### config.mk
export PLATFORM = sky130hd
export DESIGN_NAME = fetch_stage
export DESIGN_NICKNAME = d
export VERILOG_FILES = /design/src/rtl/fetch_pkg.sv /design/src/rtl/fetch_hold_buf.sv /design/src/rtl/fetch_stage.sv
export SDC_FILE = /design/constraint.sdc
export NUM_CORES = 1
export LEC_CHECK = 0
export CAP_MARGIN = 10
export CORE_UTILIZATION = 25
export DETAILED_ROUTE_END_ITERATION = 10
export GPL_TIMING_DRIVEN = 1
export HOLD_SLACK_MARGIN = 0.06
export PLACE_DENSITY = 0.47
export SETUP_SLACK_MARGIN = 0.05
export SLEW_MARGIN = 20
export SYNTH_ARGS = -nofsm -noshare
export SYNTH_HDL_FRONTEND = slang
export SYNTH_HIERARCHICAL = 1
export SYNTH_SLANG_ARGS = --single-unit
### constraint.sdc
create_clock -name clk -period 2.2 [get_ports clk]
set_input_delay 0.66 -clock clk [delete_from_list [all_inputs] [get_ports clk]]
set_output_delay 0.66 -clock clk [all_outputs]
set_load 0.02 [all_outputs]
### src/rtl/fetch_pkg.sv
// rtl/fetch_pkg.sv - shared types and defaults for the instruction fetch stage
package fetch_pkg;
    localparam int          XLEN_DEF      = 32;
    localparam logic [31:0] NOP_INSTR_DEF = 32'h0000_0013;

    typedef enum logic [1:0] {
        IDLE = 2'd0,
        REQ  = 2'd1,
        WAIT = 2'd2
    } fetch_state_e;
endpackage

### src/rtl/fetch_hold_buf.sv
// rtl/fetch_hold_buf.sv - one-entry buffer catching a response while IF/ID is held
module fetch_hold_buf
    import fetch_pkg::*;
#(
    parameter int XLEN = XLEN_DEF
) (
    input  logic            clk,
    input  logic            rst_n,
    input  logic            load,
    input  logic            drain,
    input  logic            clear,
    input  logic [XLEN-1:0] load_pc,
    input  logic [XLEN-1:0] load_instr,
    output logic            buf_valid,
    output logic [XLEN-1:0] buf_pc,
    output logic [XLEN-1:0] buf_instr
);
    logic            valid_q, valid_d;
    logic [XLEN-1:0] pc_q, pc_d;
    logic [XLEN-1:0] instr_q, instr_d;

    // Clear wins over load so a flush can never leave a stale entry behind.
    always_comb begin
        valid_d = valid_q;
        pc_d    = pc_q;
        instr_d = instr_q;
        if (clear) begin
            valid_d = 1'b0;
        end else if (load) begin
            valid_d = 1'b1;
            pc_d    = load_pc;
            instr_d = load_instr;
        end else if (drain) begin
            valid_d = 1'b0;
        end
    end

    always_ff @(posedge clk or negedge rst_n) begin
        if (!rst_n) begin
            valid_q <= 1'b0;
            pc_q    <= '0;
            instr_q <= '0;
        end else begin
            valid_q <= valid_d;
            pc_q    <= pc_d;
            instr_q <= instr_d;
        end
    end

    assign buf_valid = valid_q;
    assign buf_pc    = pc_q;
    assign buf_instr = instr_q;
endmodule

### src/rtl/fetch_stage.sv
// rtl/fetch_stage.sv - fetch PC, one-outstanding imem request FSM and IF/ID register
module fetch_stage
    import fetch_pkg::*;
#(
    parameter int              XLEN      = XLEN_DEF,
    parameter logic [XLEN-1:0] RESET_PC  = '0,
    parameter logic [XLEN-1:0] NOP_INSTR = NOP_INSTR_DEF
) (
    input  logic            clk,
    input  logic            rst_n,
    input  logic            pc_write,
    input  logic            if_id_write,
    input  logic            flush,
    input  logic [XLEN-1:0] flush_target,
    output logic            imem_req_valid,
    output logic [XLEN-1:0] imem_req_addr,
    input  logic            imem_req_ready,
    input  logic            imem_rsp_valid,
    input  logic [XLEN-1:0] imem_rsp_data,
    output logic [XLEN-1:0] if_id_pc,
    output logic [XLEN-1:0] if_id_instr,
    output logic            if_id_valid,
    output logic            fetch_busy
);
    fetch_state_e    state_q, state_d;
    logic [XLEN-1:0] fetch_pc_q, fetch_pc_d;
    logic [XLEN-1:0] req_pc_q, req_pc_d;
    logic            kill_q, kill_d;
    logic            req_valid_q, req_valid_d;
    logic [XLEN-1:0] if_id_pc_q, if_id_pc_d;
    logic [XLEN-1:0] if_id_instr_q, if_id_instr_d;
    logic            if_id_valid_q, if_id_valid_d;
    logic            live_rsp;
    logic            buf_load, buf_drain;
    logic            buf_valid;
    logic [XLEN-1:0] buf_pc, buf_instr;

    always_comb begin
        state_d    = state_q;
        fetch_pc_d = fetch_pc_q;
        req_pc_d   = req_pc_q;
        kill_d     = kill_q;
        live_rsp   = 1'b0;
        case (state_q)
            IDLE: begin
                if (pc_write && !buf_valid && !flush) begin
                    state_d  = REQ;
                    req_pc_d = fetch_pc_q;
                end
            end
            REQ: begin
                // The request stays up until accepted even if flushed; kill marks it dead.
                if (imem_req_ready) begin
                    state_d = WAIT;
                    if (!flush && !kill_q) begin
                        fetch_pc_d = req_pc_q + XLEN'(4);
                    end
                end
                if (flush) begin
                    kill_d = 1'b1;
                end
            end
            WAIT: begin
                if (imem_rsp_valid) begin
                    state_d  = IDLE;
                    kill_d   = 1'b0;
                    live_rsp = !kill_q && !flush;
                end else if (flush) begin
                    kill_d = 1'b1;
                end
            end
            default: state_d = IDLE;
        endcase
        if (flush) begin
            fetch_pc_d = {flush_target[XLEN-1:2], 2'b00};
        end
        req_valid_d = (state_d == REQ);
    end

    always_comb begin
        if_id_pc_d    = if_id_pc_q;
        if_id_instr_d = if_id_instr_q;
        if_id_valid_d = if_id_valid_q;
        buf_load      = 1'b0;
        buf_drain     = 1'b0;
        if (flush) begin
            if_id_valid_d = 1'b0;
            if_id_instr_d = NOP_INSTR;
        end else if (live_rsp && if_id_write && !buf_valid) begin
            if_id_pc_d    = req_pc_q;
            if_id_instr_d = imem_rsp_data;
            if_id_valid_d = 1'b1;
        end else if (live_rsp) begin
            buf_load = 1'b1;
        end else if (if_id_write) begin
            if (buf_valid) begin
                if_id_pc_d    = buf_pc;
                if_id_instr_d = buf_instr;
                if_id_valid_d = 1'b1;
                buf_drain     = 1'b1;
            end else begin
                if_id_valid_d = 1'b0;
                if_id_instr_d = NOP_INSTR;
            end
        end
    end

    always_ff @(posedge clk or negedge rst_n) begin
        if (!rst_n) begin
            state_q       <= IDLE;
            fetch_pc_q    <= RESET_PC;
            req_pc_q      <= RESET_PC;
            kill_q        <= 1'b0;
            req_valid_q   <= 1'b0;
            if_id_pc_q    <= '0;
            if_id_instr_q <= NOP_INSTR;
            if_id_valid_q <= 1'b0;
        end else begin
            state_q       <= state_d;
            fetch_pc_q    <= fetch_pc_d;
            req_pc_q      <= req_pc_d;
            kill_q        <= kill_d;
            req_valid_q   <= req_valid_d;
            if_id_pc_q    <= if_id_pc_d;
            if_id_instr_q <= if_id_instr_d;
            if_id_valid_q <= if_id_valid_d;
        end
    end

    fetch_hold_buf #(.XLEN(XLEN)) u_hold_buf (
        .clk        (clk),
        .rst_n      (rst_n),
        .load       (buf_load),
        .drain      (buf_drain),
        .clear      (flush),
        .load_pc    (req_pc_q),
        .load_instr (imem_rsp_data),
        .buf_valid  (buf_valid),
        .buf_pc     (buf_pc),
        .buf_instr  (buf_instr)
    );

    assign imem_req_valid = req_valid_q;
    assign imem_req_addr  = req_pc_q;
    assign if_id_pc       = if_id_pc_q;
    assign if_id_instr    = if_id_instr_q;
    assign if_id_valid    = if_id_valid_q;
    assign fetch_busy     = (state_q != IDLE);
endmodule
Word level (Yosys, flattened, before mapping)

Cells that the tools add are included.

Flip-flop bits (word level): 198

$add $sub $neg: 1
Eq/ne operators: 5
Mux-type cells: 37
Bitwise operators: 1
Reduce and logical (&&, ||, !) cells: 23

Operators with widths:

| kind                                           | number |
|---|---|
| 2-to-1 mux 32 bit                              | 13 |
| adder 32 x 3 -> 32 bit (second input constant) | 1 |
| 2-to-1 mux 1 bit                               | 19 |
| nonzero test 2 bit                             | 7 |
| 2-to-1 mux 2 bit                               | 3 |
| one-hot mux 2 bit (3 select lines)             | 1 |
| AND reduction 2 bit                            | 3 |
| nonzero test 3 bit                             | 2 |
| logical AND 1 bit                              | 5 |
| == test 2 x 1 -> 1 bit (second input constant) | 2 |
| AND reduction 4 bit                            | 1 |
| zero test 1 bit                                | 3 |
| != test 3 x 2 -> 1 bit (second input constant) | 1 |
| AND reduction 3 bit                            | 1 |
| == test 2 bit (second input constant)          | 1 |
| zero test 2 bit                                | 1 |
| != test 2 x 1 -> 1 bit (second input constant) | 1 |
| one-hot mux 1 bit (2 select lines)             | 1 |
| inverter 1 bit                                 | 1 |

Depth between registers and ports, before layout

Word-level depth: 11
Depth in mapped cells: 9

Modules after synthesis

Netlist, hierarchy kept.

By module, submodules not included:

| module         | times used | cells each | area each (um2) | sequential area each (um2) |
|---|---|---|---|---|
| fetch_stage    | 1          | 632        | 6,367.4         | 3,331.9 |
| fetch_hold_buf | 1          | 140        | 2,741.4         | 1,626.6 |

Worst setup path after synthesis

OpenSTA, ideal clock, no wires.

Path kind: input -> register
Start: input port imem_rsp_valid
End: register u_hold_buf.instr_q[0] (netlist: u_hold_buf/buf_instr[0])
Setup time: 125 ps
Arrival: 2,072 ps
Slack: 3 ps
Stages on the path: 6
Buffers on the path: 2
Cell sequence: nand2_1 a2111oi_1 nor2b_4 buf_12 buf_12 mux2_4

Longest elaborated chain between the ends: 7
Elaborated cells on any way between the ends: 8
Those cells by class: 5 x mux; 3 x reduce/logical

RTL lines:

| element                                  | line                 | source |
|---|---|---|
| start: declaration                       | fetch_stage.sv:18    | `input logic imem_rsp_valid,` |
| 2-to-1 mux 1 bit (*)                     | fetch_stage.sv:64    | `if (imem_rsp_valid) begin` |
| 2-to-1 mux 1 bit (*)                     | fetch_stage.sv:44    | `case (state_q)` |
| logical AND 1 bit (2 in a row)           | fetch_stage.sv:89    | `end else if (live_rsp && if_id_write && !buf_valid) begin` |
| 2-to-1 mux 1 bit (*)                     | fetch_stage.sv:89    |  |
| 2-to-1 mux 1 bit (*)                     | fetch_stage.sv:86    | `if (flush) begin` |
| named net buf_load                       | fetch_stage.sv:34    | `logic buf_load, buf_drain;` |
| AND reduction 2 bit (no source line) (*) | --                   |  |
| end signal: assignment                   | fetch_hold_buf.sv:46 | `instr_q <= instr_d;` |
| end: declaration                         | fetch_hold_buf.sv:20 | `logic [XLEN-1:0] instr_q, instr_d;` |

The timed path passes the listed nets; every way through them passes the cells marked *.
A chain may end at the register's enable or synchronous reset.

Final worst setup path

Start: register if_id_instr_q[24] (netlist: if_id_instr[24])
End: output port if_id_instr[24]

RTL lines:

| element                  | line               | source |
|---|---|---|
| start: declaration       | fetch_stage.sv:31  | `logic [XLEN-1:0] if_id_instr_q, if_id_instr_d;` |
| start signal: assignment | fetch_stage.sv:125 | `if_id_instr_q <= if_id_instr_d;` |
| end: declaration         | fetch_stage.sv:21  | `output logic [XLEN-1:0] if_id_instr,` |

No word-level cell between the ends.

==> impl_results.md <==
- Nets: 1059
- Routing usage on met2: 21.9%
- CTS tree: built
- Die Wd: 193 µm
- GRT Residual Overflow: 0
- Count leader, synth: dfrtp_1
- Worst skew pair latency: 0.44 ns
- Crit path largest cell delay: 0.62 ns
- Top post-synthesis cells by area: dfrtp_1 (54%), mux2_4 (9.9%), nand2_1 (4.9%)
- Final Hold Vio Count: 0
- CP max FO: 2
- Register-to-Register Path Depth: 6
- Met1 Resource Use GR: 19.3%
- GR Util met3: 3.75%
- I/O pin count: 170
- DIE AREA: 37200 µm²
- Max IR drop VDD: 0.623 mV
- Num CTS Buffers: 17
- Antenna Cells: 0
- CP max stage cell: clkdlybuf4s50_1
- First-pass GRT wire length: 39500 µm
- Worst EP required: 1.54 ns
- Startpoint Class: flip-flop
- Area grow syn2layout: 37.0%
- Status: complete, but fails checks
- Synth Cell Area: 9110 µm²
- DRT iter0 DRCs: 348
- Final WL: 25400 µm
- Core Box Area: 35700 µm²
- Sequential cell area: 4970 µm²
- Mean post-synth cell area: 11.8 µm²
- Reg2reg start: imem_req_addr[2]
- Failing checks: design-rule violations
- Root buffer cell: clkbuf_16
- Vias/cell: 4.47
- Most common library cells after synthesis: dfrtp_1 (195), nand2_1 (119), o21ai_0 (82), mux2_4 (60), mux2i_1 (39)
- Worst setup EP type: output pin
- Actual slew at the worst max-slew pin: 0.456 ns
- Antenna Nets Post-Route: 0
- Hold WS: 0.175 ns
- Main synth FF type: dfrtp_1
- Post-route setup TNS: 0 ns
- DRC: 17
- R2R setup slack: 0.15 ns
- Initial Utilization: 25.5%
- Cell class contributing the biggest share of worst-path delay: buffers and inverters
- Row count: 69
- DR pass1 iterations: 8
- Min cycle time layout: 2.09 ns
- Slew Viols, Final: 0
- Final setup viols: 0
- Pin count of the biggest net entering global routing: 66
- LEAKAGE: 5.36 nW
- Maxcap violations: 0
- Syn. warnings: 6
- Fill count: 3626
- Yosys top cell by area: dfrtp_1
- Yosys cell types: 49
- Max Clock Freq: 478 MHz
- Layout cells sized above 1: 22.8%
- Die Y: 193 µm
- Cells along the critical path: clkdlybuf4s50_1
- Yosys top cell area share: 53.6%
- Number of enable-type register cells in the synthesized netlist: 0
- Routed vias: 6520
- Cts hold-fix bufs: 0
- H-tree levels: 4
- Crit path DAT: 1.43 ns
- Critical path buffer and inverter count: 1
- Maximum clock path buffer count: 2
- Reg2reg end: fetch_pc_q[20]
- Most Used Layer, Global Route: met2
- Slew margin rel.: 69.6%
- Pwr per Cell Area: 947 nW/µm²
- Crit Path Class: reg2out
- Post-synth ARST share: 100%
- Routed len/inst: 17.4 µm
- Post-route setup slack: 0.109 ns
- Mapped Cells: 772
- Mapped Nets: 848
- Initial antenna violation count: 2
- CTS clk-pin slew, worst paths: 0.08 ns
- Worst Hold Class: in2async
- DP Worst Slack: -0.450 ns
- Vias in the first global route: 6669
- Number of clock sinks: 198
- RSZ-0062 raised after global routing: true
- PortBufs: 167
- DP HPWL: 17400 µm
- Period utilization: 95.1%
- Total Power: 11.8 mW
- Overall Global Routing Usage: 14.1%
- Sequential share of the synthesized area: 54.4%
- Placer Congestion: 0.794
- Area occupied by multi-input gates: 3840 µm²
- Seq cells post-synth: 198
- Clock skew: 0.0124 ns
[routing by layer]
layer	vias to the layer above	wire, µm
li1	3150	-
met2	140	11500
met5	-	23
met4	4	164
met3	14	1480
met1	3212	12200
[worst reg2reg max path, cell delays in order (launching register included)]
cell	delay, ns
dfrtp_2	0.37
ha_2	0.24
nand4_4	0.17
or3_4	0.47
or3_1	0.36
a311o_1	0.32
nand2_1	0.06
[power by group]
part | switching (mW) | total, mW | internal [mW]
clock | 1.46 | 2.92 | 1.45
combinational | 1.89 | 3.78 | 1.90
sequential | 0.725 | 5.12 | 4.40
total | 4.07 | 11.8 | 7.74
[layout by cell type (no fill, tap or decap), drive strengths merged, types with 4 or more instances in the layout]
cell type / count
buf: 75
clkdlybuf4s50: 120
inv: 11
a21oi: 17
clkinvlp: 5
a22oi: 29
nand2: 119
and3: 6
dlymetal6s2s: 8
xor2: 15
ha: 5
nor2: 21
nand4: 11
xnor2: 9
clkbuf: 23
nor3: 7
o21ai: 82
mux2i: 39
o221ai: 12
dlygate4sd2: 36
nand3: 12
dfrtp: 195
clkinv: 4
nor2b: 6
mux2: 93
[logic make-up after synthesis]
family	count (synthesis)	share of synthesized area, %
buffers and inverters	59	3.87
adders and majority gates	5	0.687
xor gates and xnor gates	24	2.31
muxes	132	18.3
AOI/OAI and AO/OA	155	10.3
DFF	198	54.4
and+or+nand+nor	199	10.2
[area by class of cell]
class / instances / area share [%]
flip-flops and latches: 198 / 39.8
inverters: 9 / 0.271
multi-input cells: 515 / 30.8
clock inverters: 11 / 0.631
well taps: 461 / 4.62
clock buffers: 21 / 3.53
repair buffers: 242 / 20.4
[metrics by stage]
step	area, µm²	instances	util (%)
final	12500	1457	34.9
after CTS	12400	1456	34.8
after detailed placement	11900	1421	33.3
after global routing	12500	1457	34.9
after global placement	11900	1421	33.3
after floorplan	9110	772	-
[registers in the layout (all words and copies together), names as in the netlist]
signal                count
imem_req_valid            1
kill_q                    1
u_hold_buf/buf_valid      1
fetch_pc_q               32
if_id_pc                 32
state_q                   2
imem_req_addr            32
u_hold_buf/buf_pc        32
if_id_valid               1
u_hold_buf/buf_instr     32
if_id_instr              32
[timing repair]
item,4_1_cts,5_1_grt
pin swaps,0,1
gates cloned,1,1
setup buffers,2,0
endpoints found under the setup margin,70,83
resized for setup,49,9
[worst max path at each step]
stage / to / cells past startpoint / startpoint
final: if_id_instr[24] / 1 / if_id_instr[24]
after CTS: u_hold_buf/buf_pc[22] / 8 / state_q[0]
after global routing: if_id_pc[22] / 7 / state_q[1]
after global placement: u_hold_buf/buf_pc[12] / 7 / imem_rsp_valid
after floorplan: fetch_pc_q[20] / 6 / imem_req_addr[3]
after detailed placement: u_hold_buf/buf_pc[12] / 7 / imem_rsp_valid
No activity file was read; power rests on OpenSTA's default activity.
